<file path="src/rtl/mult_pkg.sv">
// mult_pkg
// Shared definitions for the multiplier job sequencer and its watchdog:
//   W                       operand / product width
//   DEFAULT_TIMEOUT_CYCLES  RUN-state cycle budget before a job is aborted
//   wd_width()              counter width needed for a given timeout
//   WD_W                    watchdog width for the default timeout
//   seq_state_e             sequencer FSM state encoding
package mult_pkg;

  localparam int W = 16;

  // Must exceed the 65535 worst-case iterations plus controller overhead.
  localparam int DEFAULT_TIMEOUT_CYCLES = 70000;

  function automatic int wd_width(input int timeout_cycles);
    return (timeout_cycles < 2) ? 1 : $clog2(timeout_cycles);
  endfunction

  localparam int WD_W = wd_width(DEFAULT_TIMEOUT_CYCLES);

  typedef enum logic [2:0] {
    IDLE,
    LOAD_A,
    LOAD_B,
    RUN,
    DRAIN,
    OUT
  } seq_state_e;

endpackage

</file>
<file path="src/rtl/mult_job_sequencer_watchdog.sv">
// mult_watchdog
// Clear/enable up-counter that raises a one-cycle expire pulse in the cycle
// the count reaches TIMEOUT_CYCLES-1 while enabled.
// Ports:
//   clk, rst_n  clock, asynchronous active-low reset
//   clear       forces the count back to 0 on the next edge (wins over enable)
//   enable      count advances by one per cycle while high
//   expire      count == TIMEOUT_CYCLES-1 with enable high and clear low
module mult_watchdog
  import mult_pkg::*;
#(
  parameter int TIMEOUT_CYCLES = DEFAULT_TIMEOUT_CYCLES,
  parameter int CNT_W          = wd_width(TIMEOUT_CYCLES)
) (
  input  logic clk,
  input  logic rst_n,
  input  logic clear,
  input  logic enable,
  output logic expire
);

  localparam logic [CNT_W-1:0] LAST = CNT_W'(TIMEOUT_CYCLES - 1);

  logic [CNT_W-1:0] count_q;
  logic [CNT_W-1:0] count_d;

  always_comb begin
    count_d = count_q;
    if (clear) begin
      count_d = '0;
    end else if (enable) begin
      count_d = count_q + CNT_W'(1);
    end
  end

  assign expire = enable && !clear && (count_q == LAST);

  always_ff @(posedge clk or negedge rst_n) begin
    if (!rst_n) begin
      count_q <= '0;
    end else begin
      count_q <= count_d;
    end
  end

endmodule

</file>
<file path="src/rtl/mult_job_sequencer.sv">
// mult_job_sequencer
// Feeds operand pairs into the repeated-addition multiplier's serial
// START/DATA_IN load protocol and holds the product in a one-entry
// valid/ready result register. Zero operands bypass the multiplier, and a
// watchdog aborts a job that sits in RUN for TIMEOUT_CYCLES cycles.
// Ports:
//   clk, rst_n             clock, asynchronous active-low reset
//   in_valid/in_ready      operand handshake, in_a/in_b operands
//   out_valid/out_ready    result handshake, out_prod product, out_err abort
//   mul_start, mul_data    multiplier START and DATA_IN
//   mul_lda, mul_ldb       controller load strobes
//   mul_done, mul_prod     controller DONE level and product register
module mult_job_sequencer
  import mult_pkg::*;
#(
  parameter int TIMEOUT_CYCLES = DEFAULT_TIMEOUT_CYCLES
) (
  input  logic         clk,
  input  logic         rst_n,
  input  logic         in_valid,
  output logic         in_ready,
  input  logic [W-1:0] in_a,
  input  logic [W-1:0] in_b,
  output logic         out_valid,
  input  logic         out_ready,
  output logic [W-1:0] out_prod,
  output logic         out_err,
  output logic         mul_start,
  output logic [W-1:0] mul_data,
  input  logic         mul_lda,
  input  logic         mul_ldb,
  input  logic         mul_done,
  input  logic [W-1:0] mul_prod
);

  seq_state_e   state_q, state_d;
  logic [W-1:0] a_q, a_d;
  logic [W-1:0] b_q, b_d;
  logic [W-1:0] prod_q, prod_d;
  logic         err_q, err_d;
  logic         wd_clear;
  logic         wd_enable;
  logic         wd_expire;

  mult_watchdog #(
    .TIMEOUT_CYCLES(TIMEOUT_CYCLES)
  ) u_watchdog (
    .clk    (clk),
    .rst_n  (rst_n),
    .clear  (wd_clear),
    .enable (wd_enable),
    .expire (wd_expire)
  );

  always_comb begin
    state_d   = state_q;
    a_d       = a_q;
    b_d       = b_q;
    prod_d    = prod_q;
    err_d     = err_q;
    in_ready  = 1'b0;
    out_valid = 1'b0;
    mul_start = 1'b0;
    mul_data  = '0;
    wd_clear  = 1'b0;
    wd_enable = 1'b0;

    unique case (state_q)
      IDLE: begin
        in_ready = 1'b1;
        if (in_valid) begin
          a_d = in_a;
          b_d = in_b;
          // B=0 would wrap the multiplier's down-counter, so any zero
          // operand is answered here without starting the multiplier.
          if ((in_a == '0) || (in_b == '0)) begin
            prod_d  = '0;
            err_d   = 1'b0;
            state_d = OUT;
          end else begin
            state_d = LOAD_A;
          end
        end
      end

      LOAD_A: begin
        mul_start = 1'b1;
        mul_data  = a_q;
        if (mul_lda) begin
          state_d = LOAD_B;
        end
      end

      LOAD_B: begin
        mul_start = 1'b1;
        mul_data  = b_q;
        // A simultaneous LDA is a protocol error; only LDA counts that
        // cycle, so LDB is ignored when both strobe together.
        if (mul_ldb && !mul_lda) begin
          wd_clear = 1'b1;
          state_d  = RUN;
        end
      end

      RUN: begin
        mul_start = 1'b1;
        mul_data  = b_q;
        wd_enable = 1'b1;
        if (mul_done) begin
          prod_d  = mul_prod;
          err_d   = 1'b0;
          state_d = DRAIN;
        end else if (wd_expire) begin
          prod_d  = '0;
          err_d   = 1'b1;
          state_d = DRAIN;
        end
      end

      // START is released here; wait for the controller to drop DONE so it
      // is back in idle before the next job can start it again.
      DRAIN: begin
        if (!mul_done) begin
          state_d = OUT;
        end
      end

      OUT: begin
        out_valid = 1'b1;
        if (out_ready) begin
          state_d = IDLE;
        end
      end

      default: begin
        state_d = IDLE;
      end
    endcase
  end

  assign out_prod = prod_q;
  assign out_err  = err_q;

  always_ff @(posedge clk or negedge rst_n) begin
    if (!rst_n) begin
      state_q <= IDLE;
      a_q     <= '0;
      b_q     <= '0;
      prod_q  <= '0;
      err_q   <= 1'b0;
    end else begin
      state_q <= state_d;
      a_q     <= a_d;
      b_q     <= b_d;
      prod_q  <= prod_d;
      err_q   <= err_d;
    end
  end

endmodule

</file>
<file path="config.mk">
export PLATFORM = sky130hd
export DESIGN_NAME = mult_job_sequencer
export DESIGN_NICKNAME = d
export VERILOG_FILES = /design/src/rtl/mult_pkg.sv /design/src/rtl/mult_job_sequencer_watchdog.sv /design/src/rtl/mult_job_sequencer.sv
export SDC_FILE = /design/constraint.sdc
export NUM_CORES = 1
export LEC_CHECK = 0
export ABC_CLOCK_PERIOD_IN_PS = 2800
export CAP_MARGIN = 30
export CORE_AREA = 5 5 89 91
export CTS_CLUSTER_DIAMETER = 120
export DETAILED_ROUTE_END_ITERATION = 16
export DIE_AREA = 0 0 94 96
export HOLD_SLACK_MARGIN = 0.02
export PLACE_DENSITY_LB_ADDON = 0.25
export SYNTH_ARGS = -nofsm -noshare
export SYNTH_HDL_FRONTEND = slang
export SYNTH_HIERARCHICAL = 1
export SYNTH_SLANG_ARGS = --single-unit
</file>
<file path="constraint.sdc">
create_clock -name clk -period 2.8 [get_ports clk]
set_input_delay 0.56 -clock clk [delete_from_list [all_inputs] [get_ports clk]]
set_output_delay 0.56 -clock clk [all_outputs]
set_load 0.02 [all_outputs]
</file>
Yosys cells after proc, flatten, opt, wreduce, memory -nomap -nowiden
Cells that the tools add are included.
{"block": "classes", "add_sub_neg": 1, "eq_ne": 13, "muxes": 28, "reduce_logical": 16}
{"cell": "16-bit two-way mux", "n": 4}
{"cell": "16-bit one-hot mux with 2 select lines", "n": 2}
{"cell": "17-bit two-way mux", "n": 2}
{"cell": "16-bit logical NOT", "n": 2}
{"cell": "3-bit two-way mux", "n": 8}
{"cell": "3-bit one-hot mux with 6 select lines", "n": 1}
{"cell": "17-bit by 1-bit adder with 17-bit output, second input constant", "n": 1}
{"cell": "17-bit == test, second input constant", "n": 1}
{"cell": "2-bit != test, second input constant", "n": 6}
{"cell": "1-bit two-way mux", "n": 10}
{"cell": "3-bit by 2-bit == test with 1-bit output, second input constant", "n": 2}
{"cell": "3-bit == test, second input constant", "n": 2}
{"cell": "6-bit AND reduction", "n": 1}
{"cell": "4-bit AND reduction", "n": 1}
{"cell": "2-bit nonzero test", "n": 2}
{"cell": "3-bit by 1-bit == test with 1-bit output, second input constant", "n": 1}
{"cell": "1-bit logical AND", "n": 3}
{"cell": "3-bit logical NOT", "n": 1}
{"cell": "3-bit by 2-bit != test with 1-bit output, second input constant", "n": 1}
{"cell": "3-bit OR reduction", "n": 1}
{"cell": "1-bit logical NOT", "n": 2}
{"cell": "1-bit one-hot mux with 2 select lines", "n": 1}
{"cell": "2-bit AND reduction", "n": 1}
{"cell": "2-bit OR reduction", "n": 1}
{"cell": "1-bit logical OR", "n": 1}
{"block": "word_totals", "reg_bits": 69, "inputBits": 55, "wordCells": 64}

Depth between registers and ports, before layout
Gate-level depths: netlist of the first run.
{"block": "logic_depth", "word_depth": 10, "ltp_mapped": 12, "depth_no_buf": 10}

Modules after synthesis
The synthesis of the first run kept the hierarchy.
{"module": "mult_job_sequencer", "instances": 1, "cells_per_inst": 175, "area_each_um2": 2327.2, "seq_area_each_um2": 1301.2}
{"module": "mult_watchdog", "instances": 1, "cells_per_inst": 90, "area_each_um2": 905.9, "seq_area_each_um2": 425.4}

Worst setup path after synthesis of the first run
OpenSTA, ideal clock, no wires.
{"block": "synth_timing", "kind": "flip-flop to flip-flop", "start": "register state_q[2]", "end": "register prod_q[0] (netlist: out_prod[0])", "setup_ns": 0.066, "arrival_time_ns": 2.303, "path_slack_ns": 0.431, "stages_incl_launch_ff": 12, "n_path_buf": 2, "synth_period_minus_slack_ns": 2.369, "cell_sequence": "dfrtp_1 buf_2 nor2_1 nor4bb_1 nand2b_1 nor3_1 and4_1 nor2_1 a2bb2oi_1 a311o_2 buf_6 a22o_1"}
{"block": "synth_via", "elab_chain_cells": 7}
{"element": "start, declared", "line_no": "mult_job_sequencer.sv:36", "source": "seq_state_e state_q, state_d;"}
{"element": "start signal, assigned", "line_no": "mult_job_sequencer.sv:152", "source": "state_q <= state_d;"}
{"element": "3-bit by 2-bit == test with 1-bit output", "line_no": "mult_job_sequencer.sv:68", "source": "unique case (state_q)"}
{"element": "1-bit two-way mux", "line_no": "mult_job_sequencer.sv:68"}
{"element": "named net wd_clear", "line_no": "mult_job_sequencer.sv:41", "source": "logic wd_clear;"}
{"element": "1-bit logical NOT", "line_no": "mult_job_sequencer_watchdog.sv:36", "source": "assign expire = enable && !clear && (count_q == LAST);"}
{"element": "1-bit logical AND (2 in series)", "line_no": "mult_job_sequencer_watchdog.sv:36"}
{"element": "named net wd_expire", "line_no": "mult_job_sequencer.sv:43", "source": "logic wd_expire;"}
{"element": "3-bit by 2-bit != test with 1-bit output (no line)"}
{"element": "4-bit AND reduction (no line)"}
{"element": "end signal, assigned", "line_no": "mult_job_sequencer.sv:155", "source": "prod_q <= prod_d;"}
{"element": "end, declared", "line_no": "mult_job_sequencer.sv:39", "source": "logic [W-1:0] prod_q, prod_d;"}
The timed path passes the listed nets, and every way through them passes these cells.
A chain may end at the register's enable or synchronous reset.

Worst setup path in the final report of the first run
{"block": "layout_timing", "start": "input port mul_lda", "end": "register prod_q[9] (netlist: out_prod[9])"}
{"block": "layout_via", "elab_chain_cells": 9}
{"element": "start, declared", "line_no": "mult_job_sequencer.sv:30", "source": "input logic mul_lda,"}
{"element": "1-bit logical NOT", "line_no": "mult_job_sequencer.sv:99", "source": "if (mul_ldb && !mul_lda) begin"}
{"element": "1-bit logical AND", "line_no": "mult_job_sequencer.sv:99"}
{"element": "1-bit two-way mux", "line_no": "mult_job_sequencer.sv:99"}
{"element": "1-bit two-way mux", "line_no": "mult_job_sequencer.sv:68"}
{"element": "named net wd_clear", "line_no": "mult_job_sequencer.sv:41"}
{"element": "1-bit logical NOT", "line_no": "mult_job_sequencer_watchdog.sv:36"}
{"element": "1-bit logical AND (2 in series)", "line_no": "mult_job_sequencer_watchdog.sv:36"}
{"element": "named net wd_expire", "line_no": "mult_job_sequencer.sv:43"}
{"element": "3-bit by 2-bit != test with 1-bit output (no line)"}
{"element": "4-bit AND reduction (no line)"}
The timed path passes the listed nets, and every way through them passes these cells.

==> results.json, run 1 <==
{
  "fill_cells": 565,
  "gp_congestion": 0.8106,
  "ir_worst_vdd_mv": 0.6533,
  "route.detailed.drc": 0,
  "slew_headroom": 0.5735,
  "syn_area_per_cell_um2": 12.20,
  "layout.nets": 417,
  "cap_viol_max_count": 0,
  "synth_cell_type_count": 43,
  "synth_common_cells": "dfrtp_1 (69), mux2_2 (32), a22o_1 (26)",
  "ys_warn_count": 6,
  "tightest_slew_ps": 639.8,
  "die_w_um": 94,
  "final-setup-viol-count": 0,
  "power.density_nw_per_um2": 1145,
  "clock_skew_ps": 8.749,
  "grt.total_usage": 0.1786,
  "crit_required_ps": 3020,
  "rsz0062_at_grt": "no",
  "cts_setup_buffers": 0,
  "initial_core_util": 0.4580,
  "timing.hold.ws_ps": 176.3,
  "ant_nets": 0,
  "cts_tree": "built",
  "synth_top_area_frac": 0.5341,
  "yosysMostFrequentCell": "dfrtp_1",
  "timing.fmax_mhz": 402.1,
  "total_power_mw": 5.179,
  "cts_root_buffer": "clkbuf_8",
  "critPathSlowestCell": "clkdlybuf4s50_1",
  "dieArea_um2": 9024,
  "hp-class": "in2async",
  "crit_arrival_ps": 2710,
  "clk_pin_slew_ps": 70,
  "hpwlAfterDp_um": 5576,
  "ctsResizeCount": 5,
  "holdBufCountCts": 0,
  "grt_max_degree": 29,
  "cp_num_buf_inv": 1,
  "ys.flop_type": "dfrtp_1",
  "clock_sinks": 69,
  "syn_inst": 265,
  "seq_area_um2": 1728,
  "grt_pass1_wl_um": 12400,
  "synth_nets": 321,
  "drv_slew": 0,
  "timing.final.crit_period_ps": 2487,
  "placementRows": 31,
  "ys_seq_elements": 69,
  "viasPerCell": 5.376,
  "setup_tns_ps": 0,
  "path_cells": "clkdlybuf4s50_1 -> nor4bb_2 -> nand2b_1 -> nor3_1 -> and4_1 -> nor2_1 -> a2bb2oi_1 -> a311o_2 -> a22o_2",
  "wl_per_cell_um": 16.40,
  "io_pins": 91,
  "htreeDepth": 3,
  "multi_input_area_um2": 1405,
  "p_leak_nw": 2.072,
  "die_h_um": 96,
  "yosys.area.top_type": "dfrtp_1",
  "critPathKind": "in2reg",
  "async_reset_ff_frac": 1.000,
  "start_kind": "input port",
  "wirelength_um": 7624,
  "drt-pass1-iter-count": 4,
  "clkLatencyLatePin_ps": 340,
  "path_max_fanout": 16,
  "cts_made_buffers": 9,
  "first_iter_violations": 83,
  "crit_family": "compound AO/OA/AOI/OAI gates",
  "antenna_found_initial": 0,
  "clockBufferDepth": 2,
  "status": "complete, no violations",
  "coreArea_um2": 7059,
  "post_synth_instance_area_um2": 3233,
  "antenna_cells": 0,
  "first_global_vias": 2554,
  "synthTopCellsByArea": "dfrtp_1 (53%), mux2_2 (11%), a22o_1 (7.0%), nor2_1 (2.7%), nor4_2 (2.3%)",
  "cpPeakStageDelay_ps": 530,
  "portBuffers": 90,
  "synth_edf_count": 0,
  "worstSetupEndpointType": "register",
  "hold_viol": 0,
  "timing.final.crit_share": 0.8883,
  "synth_seq_area_share": 0.5341,
  "drive_above_1_share": 0.2240,
  "synthToLayoutAreaGrowth_pct": 39.94,
  "num_vias": 2500,
  "grt_overflow": 0
}
## worst paths after layout
check	start	endpoint	slack, ps	cells past startpoint
min in group clk	out_prod[5]	out_prod[5]	510	1
worst min register to register	out_prod[5]	out_prod[5]	510	1
worst min-delay path	rst_n	u_watchdog/count_q[3]	180	1
max in group asynchronous	rst_n	b_q[11]	1870	2
worst max-delay path	mul_lda	out_prod[9]	310	9
worst max register to register	state_q[1]	out_prod[9]	320	10
## flip-flops by register name (all words and copies together), names as in the netlist
signal and count:
a_q 16, out_err 1, out_prod 16, u_watchdog/count_q 17
state_q 3, b_q 16
## power by group
| part | switching (mW) | leakage [nW] | internal [mW] |
|---|---|---|---|
| sequential | 0.357 | 0.841 | 1.49 |
| combinational | 1.12 | 1.11 | 1.26 |
| clock | 0.365 | 0.123 | 0.588 |
## cells by family after synthesis
kind of cell | synth area share
AOI/OAI and AO/OA | 0.1149
xor gates and xnor gates | 0.03251
adders and majority gates | 0.003869
buffers and inverters | 0.03405
DFF | 0.5341
muxes | 0.1277
and+or+nand+nor | 0.1529
## layout by cell type (no fill, tap or decap), types with 2 or more instances in the layout
cell / instances
nor2b_1: 2
inv_1: 3
nand4_1: 6
clkinv_2: 3
nand2_1: 9
nand3_1: 4
mux2_2: 32
dlymetal6s2s_1: 13
bufinv_16: 3
clkbuf_8: 9
and4_1: 3
a22o_1: 26
dlygate4sd2_1: 3
mux2i_1: 3
o21ai_0: 2
a22o_2: 6
clkdlybuf4s50_1: 73
xor2_1: 5
nor4_2: 6
a21oi_1: 3
nand2b_1: 2
dfrtp_1: 68
mux2_1: 2
and2_1: 4
xnor2_1: 7
buf_4: 11
nor4_1: 8
nor3_1: 5
nor2_1: 23
## per-layer routing
| metal | global-route usage | share of wire | up-vias |
|---|---|---|---|
| met4 | 0.06859 | 0.011 | 0 |
| met2 | 0.2762 | 0.48 | 77 |
| met3 | 0.05473 | 0.068 | 8 |
| met1 | 0.2366 | 0.44 | 1245 |
| met5 | 0 | 0 | - |
| li1 | - | - | 1170 |
## area by class of cell
type	count	area share
tap	99	0.02738
inverter	3	0.002489
multi-input combinational	176	0.3106
sequential	69	0.3819
clock inverter	7	0.02517
timing repair buffer	102	0.2251
clock buffer	9	0.02738
## through the flow
stage,setup slack [ps],instances,area (µm²),utilization
final,312.8,465,4524,0.6409
after global routing,181.3,465,4524,0.6409
after detailed placement,-29.04,449,4250,0.6021
after floorplan,431.1,265,3233,-
after CTS,5.399,465,4491,0.6361
after global placement,59.45,449,4250,0.6021
No activity file was read; power rests on OpenSTA's default activity.
==> run 2, diff against run 1 <==
CORE_AREA = 5 5 88 90   (was 5 5 89 91)
DIE_AREA = 0 0 93 95   (was 0 0 94 96)
SYNTH_HIERARCHICAL = not set   (was 1)
TNS_END_PERCENT = 10   (was not set)
==> run 2 against run 1 <==
Worst setup slack worse by 170 ps. Routed wire length down 3.1%. Cell count down 3.4%. Critical path type is now reg2out. Largest power group unchanged. Global-route usage up 0.18 points. Sequential cell count unchanged. Register-to-register slack better by 520 ps. Die area down 2.1%. Critical path depth down 5. Combinational power down 8%.
==> results.json, run 2 <==
{
  "status": "complete, no violations",
  "final_common_cell": "clkdlybuf4s50_1",
  "post_synth_instance_area_um2": 3214,
  "syn_area_per_cell_um2": 12.13,
  "synthToLayoutAreaGrowth_pct": 37.21,
  "antenna_cells": 0,
  "preCtsSetupSlack_ps": 49.07,
  "clkLatencyLatePin_ps": 340,
  "htreeDepth": 3,
  "grt_overflow": 0,
  "timing.final.crit_period_ps": 2654,
  "start_kind": "register",
  "route.detailed.drc": 0,
  "hp-class": "in2async",
  "synth_seq_area_share": 0.5372,
  "grt.total_usage": 0.1804,
  "yosys.area.top_type": "dfrtp_1",
  "critPathSlowestCell": "clkdlybuf4s50_1",
  "clockBufferDepth": 2,
  "grt_pass1_wl_um": 12540,
  "tightest_slew_ps": 849.7,
  "ctsResizeCount": 1,
  "synth_cell_type_count": 45,
  "path_max_fanout": 15,
  "ir_worst_vdd_mv": 0.7221,
  "largest_reg_flops": 17,
  "viasPerCell": 5.452,
  "layout.nets": 418,
  "utilization": 0.6317,
  "top_register": "u_watchdog.count_q",
  "synth_common_cells": "dfrtp_1 (69), mux2_2 (29), a22o_1 (25), nor2_1 (25), nand2_1 (12)",
  "first_iter_violations": 82,
  "fill_cells": 565,
  "holdBufCountCts": 0,
  "total_power_mw": 4.882,
  "p_leak_nw": 1.839,
  "drv_slew": 0,
  "synth_top_area_frac": 0.5372,
  "io_pins": 91,
  "async_reset_ff_frac": 1.000,
  "power.density_nw_per_um2": 1107,
  "worstSetupEndpointType": "output pin",
  "ys_seq_elements": 69,
  "grt_max_degree": 70,
  "setup_slack_ps": 146.1,
  "cts_setup_buffers": 0,
  "dieArea_um2": 8835,
  "drt-pass1-iter-count": 4,
  "cpPeakStageDelay_ps": 610,
  "hpwlAfterDp_um": 5446,
  "gp_congestion": 0.8372,
  "cap_viol_max_count": 0,
  "final-setup-viol-count": 0,
  "timing.fmax_mhz": 376.8,
  "first_global_vias": 2576,
  "portBuffers": 90,
  "ys_warn_count": 0,
  "final_cell_mix": "clkdlybuf4s50_1 (89), dfrtp_1 (68), mux2_2 (29)",
  "die_h_um": 95,
  "cts_made_buffers": 9,
  "cts_tree": "built",
  "seq_area_um2": 1728,
  "cts_root_buffer": "clkbuf_8",
  "path_cells": "nor2b_1 -> buf_4 -> a22o_1 -> clkdlybuf4s50_1",
  "ys.flop_type": "dfrtp_1",
  "timing.hold.ws_ps": 405.6,
  "wirelength_um": 7384,
  "synthTopCellsByArea": "dfrtp_1 (54%), mux2_2 (10%), a22o_1 (6.8%), nor2_1 (2.9%), xor2_1 (2.7%)",
  "placementRows": 31,
  "initial_core_util": 0.4604,
  "synth_edf_count": 0,
  "clk_pin_slew_ps": 70,
  "yosysMostFrequentCell": "dfrtp_1",
  "clock_sinks": 69,
  "critPathKind": "reg2out",
  "syn_inst": 265,
  "synth_nets": 321,
  "hold_viol": 0,
  "multi_input_area_um2": 1374,
  "ant_nets": 0,
  "num_vias": 2448,
  "coreArea_um2": 6982,
  "clock_skew_ps": 10.26,
  "rsz0062_at_grt": "no",
  "die_w_um": 93,
  "crit_arrival_ps": 2090,
  "drive_above_1_share": 0.1989,
  "setup_tns_ps": 0,
  "crit_required_ps": 2240,
  "antenna_found_initial": 0,
  "slew_headroom": 0.4336,
  "timing.final.crit_share": 0.9478,
  "wl_per_cell_um": 16.45
}
run 2: logic make-up after synthesis:
logic type,share of synthesized area
AND/OR/NAND/NOR,0.1468
flip-flops,0.5372
AO/OA/AOI/OAI,0.1230
multiplexers,0.1156
buffers and inverters,0.03542
XOR/XNOR,0.03814
adder cells (fa/ha/maj),0.003892
run 2: path summary, 6_finish.rpt:
check / start / end / slack (ps) / cells after the start
max in group asynchronous: rst_n / state_q[1] / 1800 / 2
min in group clk: a_q[12] / a_q[12] / 490 / 1
min: rst_n / a_q[2] / 410 / 2
min reg2reg: a_q[12] / a_q[12] / 490 / 1
max: state_q[1] / mul_data[3] / 150 / 4
max reg2reg: u_watchdog.count_q[0] / state_q[0] / 840 / 6
run 2: worst max-delay path, delay by kind of cell (launching register included):
family | cells | cell delay [ps]
AND/OR/NAND/NOR | 1 | 240
flip-flops | 1 | 520
AO/OA/AOI/OAI | 1 | 150
buffers and inverters | 2 | 840
run 2: layer usage:
| layer | vias up | GRT usage | share of wire |
|---|---|---|---|
| li1 | 1173 | - | - |
| met1 | 1206 | 0.2370 | 0.45 |
| met2 | 63 | 0.2969 | 0.50 |
| met3 | 6 | 0.04542 | 0.045 |
| met4 | 0 | 0.05250 | 0.0091 |
| met5 | - | 0 | 0 |
run 2: final cells by class:
| type | instances | share of cell area |
|---|---|---|
| sequential | 69 | 0.3918 |
| multi-input combinational | 178 | 0.3115 |
| timing repair buffer | 101 | 0.2218 |
| clock inverter | 5 | 0.01929 |
| clock buffer | 11 | 0.02979 |
| tap | 82 | 0.02326 |
| inverter | 3 | 0.002553 |
run 2: metrics by stage:
stage                     cell area [µm²]  cells
final                                4410    449
after CTS                            4410    449
after floorplan                      3214    265
after global placement               4193    433
after detailed placement             4193    433
after global routing                 4410    449
run 2: report_power, final:
part	leakage [nW]	internal, mW	total [mW]	switching, mW
logic	0.883	1.19	2.19	1.00
clock network	0.104	0.505	0.874	0.368
registers	0.853	1.46	1.82	0.358
total	1.84	3.16	4.88	1.73
==> RTL edit: new RTL, settings of run 2 <==
Make the reset (`rst_n`) synchronous in 2 clocked blocks. Comments in the files are not updated.
--- a/src/rtl/mult_job_sequencer_watchdog.sv
+++ b/src/rtl/mult_job_sequencer_watchdog.sv
@@ -35,7 +35,7 @@
 
   assign expire = enable && !clear && (count_q == LAST);
 
-  always_ff @(posedge clk or negedge rst_n) begin
+  always_ff @(posedge clk) begin
     if (!rst_n) begin
       count_q <= '0;
     end else begin
--- a/src/rtl/mult_job_sequencer.sv
+++ b/src/rtl/mult_job_sequencer.sv
@@ -141,7 +141,7 @@
   assign out_prod = prod_q;
   assign out_err  = err_q;
 
-  always_ff @(posedge clk or negedge rst_n) begin
+  always_ff @(posedge clk) begin
     if (!rst_n) begin
       state_q <= IDLE;
       a_q     <= '0;
Behaviour: differs if rst_n is asserted again (counterexample within 4 cycles, from zero or initial values and one cycle with rst_n low); with rst_n held inactive, the same outputs for 10 cycles.
==> RTL edit against run 2 <==
- wire length up 20%
- setup slack lost 41 ps
- sequential cell count did not move
- design area grew 2.0%
- non-clock buffer count up 3
- cell count up 25%
- via count is 29% higher
- synthesized area rose by 3.5%
- critical path type unchanged
Power is not compared: it rests on default switching activity, and its combinational part moved more than twofold at a synthesized area within 25%.
==> RTL edit: results (changes against run 2) <==
The count of H-tree levels built during CTS was 3 (unchanged). The most used flip-flop cell after synthesis is dfxtp_1 (was dfrtp_1). The number of antenna diodes was 0 (unchanged). The number of buffers between clock root and the deepest sink is 2 (unchanged). The detail-routed via count per cell is 5.63 (was 5.45). The final clock skew came out at 9.43 ps (was 10.3 ps). For the worst-skew pair, the clock arrives at the later sink with an insertion delay of ~350 ps. The number of buffers created by CTS came to 9 (unchanged). The minimum clock period after layout was 2700 ps (was 2650 ps). The worst setup timing slack at the placement stage came out at 327 ps (was 49.1 ps).

The fraction of layout instances using a drive strength above 1 is 0.110 (was 0.199). The initial antenna violation count was 0 (unchanged). The count of nets after finishing came out at 532 (was 418). The leakage power came out at 1.69 nW. The clock transition at the register clock pins on the worst setup and hold paths after CTS came out at around 80 ps. The largest register by flop count was u_watchdog.count_q (unchanged).

The signal arrival time at the worst endpoint came out at 2140 ps (was 2090 ps). The number of warning messages in the yosys log is 0 (unchanged). Outcome: finished, final reports clean (unchanged). The max-slew violation count is 0 (unchanged). Total power for the finished layout comes to between 0.002 and 0.0025 W. The flip-flop count of the largest register, all copies and words added came to 17 (unchanged).

The reg-to-reg setup timing slack was 910 ps (was 840 ps). The net count after synthesis was 446 (was 321). The count of cell types in the netlist came to 43 (was 45). Top post-synthesis cells by area: dfxtp_1 (42%), nand2_1 (10%), a21boi_0 (6.5%) (was dfrtp_1 (54%), mux2_2 (10%), a22o_1 (6.8%)). Most frequent cells after synthesis: nand2_1 (89), dfxtp_1 (69), a21boi_0 (29), nand3_1 (23), nand4_1 (22) (was dfrtp_1 (69), mux2_2 (29), a22o_1 (25), nor2_1 (25), nand2_1 (12)).

The number of buffers added on ports came out at 90 (unchanged). The max-slew headroom at the worst pin came out at 0.617 (was 0.434). The highest net fanout along the worst path came out at 18 (was 15). The number of buffers inserted by post-CTS setup repair is 0 (unchanged). The pin count of the biggest net entering global routing came to 62 (was 70). The worst supply voltage drop on vdd is a little over 0.3 mV.

The clock root buffer was clkbuf_8 (unchanged). The post-detailed-placement half-perimeter wirelength is 6280 um (was 5450 um). The count of placed standard cells including taps came out at 547 (was 433).

The final weighted congestion in routability-driven placement is 0.868 (was 0.837). The number of standard cells in the final layout excluding fillers came out at 563 (was 449). The total global-route track usage came out at 0.204 (was 0.180).

The first-pass GRT wire length came out at 14,400 um (was 12,500 um). The via count of the first global-routing pass is 3,040 (was 2,576). The number of DRC markers in iteration 0 is 132 (was 82). The async set or reset register ratio after synthesis came out at 0 (was 1.00). The detailed-router iteration count before antenna repair came out at 4 (unchanged). The total detailed-routing wirelength came out at 8840 um (was 7380 um). The sequential share of the synthesized area came to 0.415 (was 0.537). The number of standard cells after synthesis is 390 (was 265).

The worst min-delay path class is register to register (was input pin to asynchronous set/reset pin).
-- RTL edit: cell count changes after synthesis, sizes merged, moves of 17 or more --
cell,before,now
a22o,33,16
o211ai,0,18
dfxtp,0,69
a21boi,1,33
dfrtp,69,0
nand2,12,89
mux2,33,0
nand3,6,23
-- RTL edit: stage by stage --
stage | cell area, sq um | hold WS [ps]
global route | 4500 | 482
CTS | 4490 | 467
floorplan | 3330 | 435
detailed placement | 4290 | 456
finish | 4500 | 467
global placement | 4270 | 442
-- RTL edit: cells by family (layout without fill, tap and decap cells) --
family / after synthesis / in the layout / share of synthesized area
muxes: 1 / 1 / 0.00301
and+or+nand+nor: 187 / 187 / 0.277
buffers and inverters: 33 / 124 / 0.0515
AOI/OAI and AO/OA: 84 / 84 / 0.210
DFF: 69 / 69 / 0.415
adders and majority gates: 1 / 1 / 0.00376
xor gates and xnor gates: 15 / 15 / 0.0395
-- RTL edit: final timing paths --
kind / end / cells after the start / start
setup / recovery: mul_data[9] / 6 / state_q[1]
setup reg to reg: state_q[2] / 7 / state_q[1]
hold reg to reg: a_q[7] / 2 / a_q[7]
hold / removal: a_q[7] / 2 / a_q[7]
-- RTL edit: repair_timing --
| action | in CTS | in global routing |
|---|---|---|
| endpoints found under the hold margin | 0 | 0 |
| hold buffers | 0 | 0 |
| setup endpoints to repair | 0 | 12 |
| gates resized for setup | 0 | 2 |
-- RTL edit: per-layer routing --
metal,GRT usage,vias to the layer above,wire [um],part of all wire
met4,0.0733,0,129,0.015
li1,-,1567,-,-
met5,0,-,0,0
met3,0.0502,11,524,0.059
met1,0.263,1504,3900,0.44
met2,0.334,85,4280,0.48
-- RTL edit: critical path: stages (launching register included) --
cell,delay (ps)
dfxtp_1,350
buf_4,190
inv_2,100
nor2_1,160
buf_6,210
a22o_1,160
clkdlybuf4s50_1,600
-- RTL edit: power by group --
group / internal [W] / switching [W]
registers: 0.00103 / 0.0000256
clock network: 0.000414 / 0.000411
logic: 0.000185 / 0.000213
total: 0.00163 / 0.000649
-- RTL edit: final cells by class --
type,count,area [sq um]
fillers,575,2480
multi-input cells,288,1790
well taps,82,103
clock buffers,9,124
clock inverters,7,75.1
flip-flops and latches,69,1380
repair buffers,104,1010
inverters,4,15.0
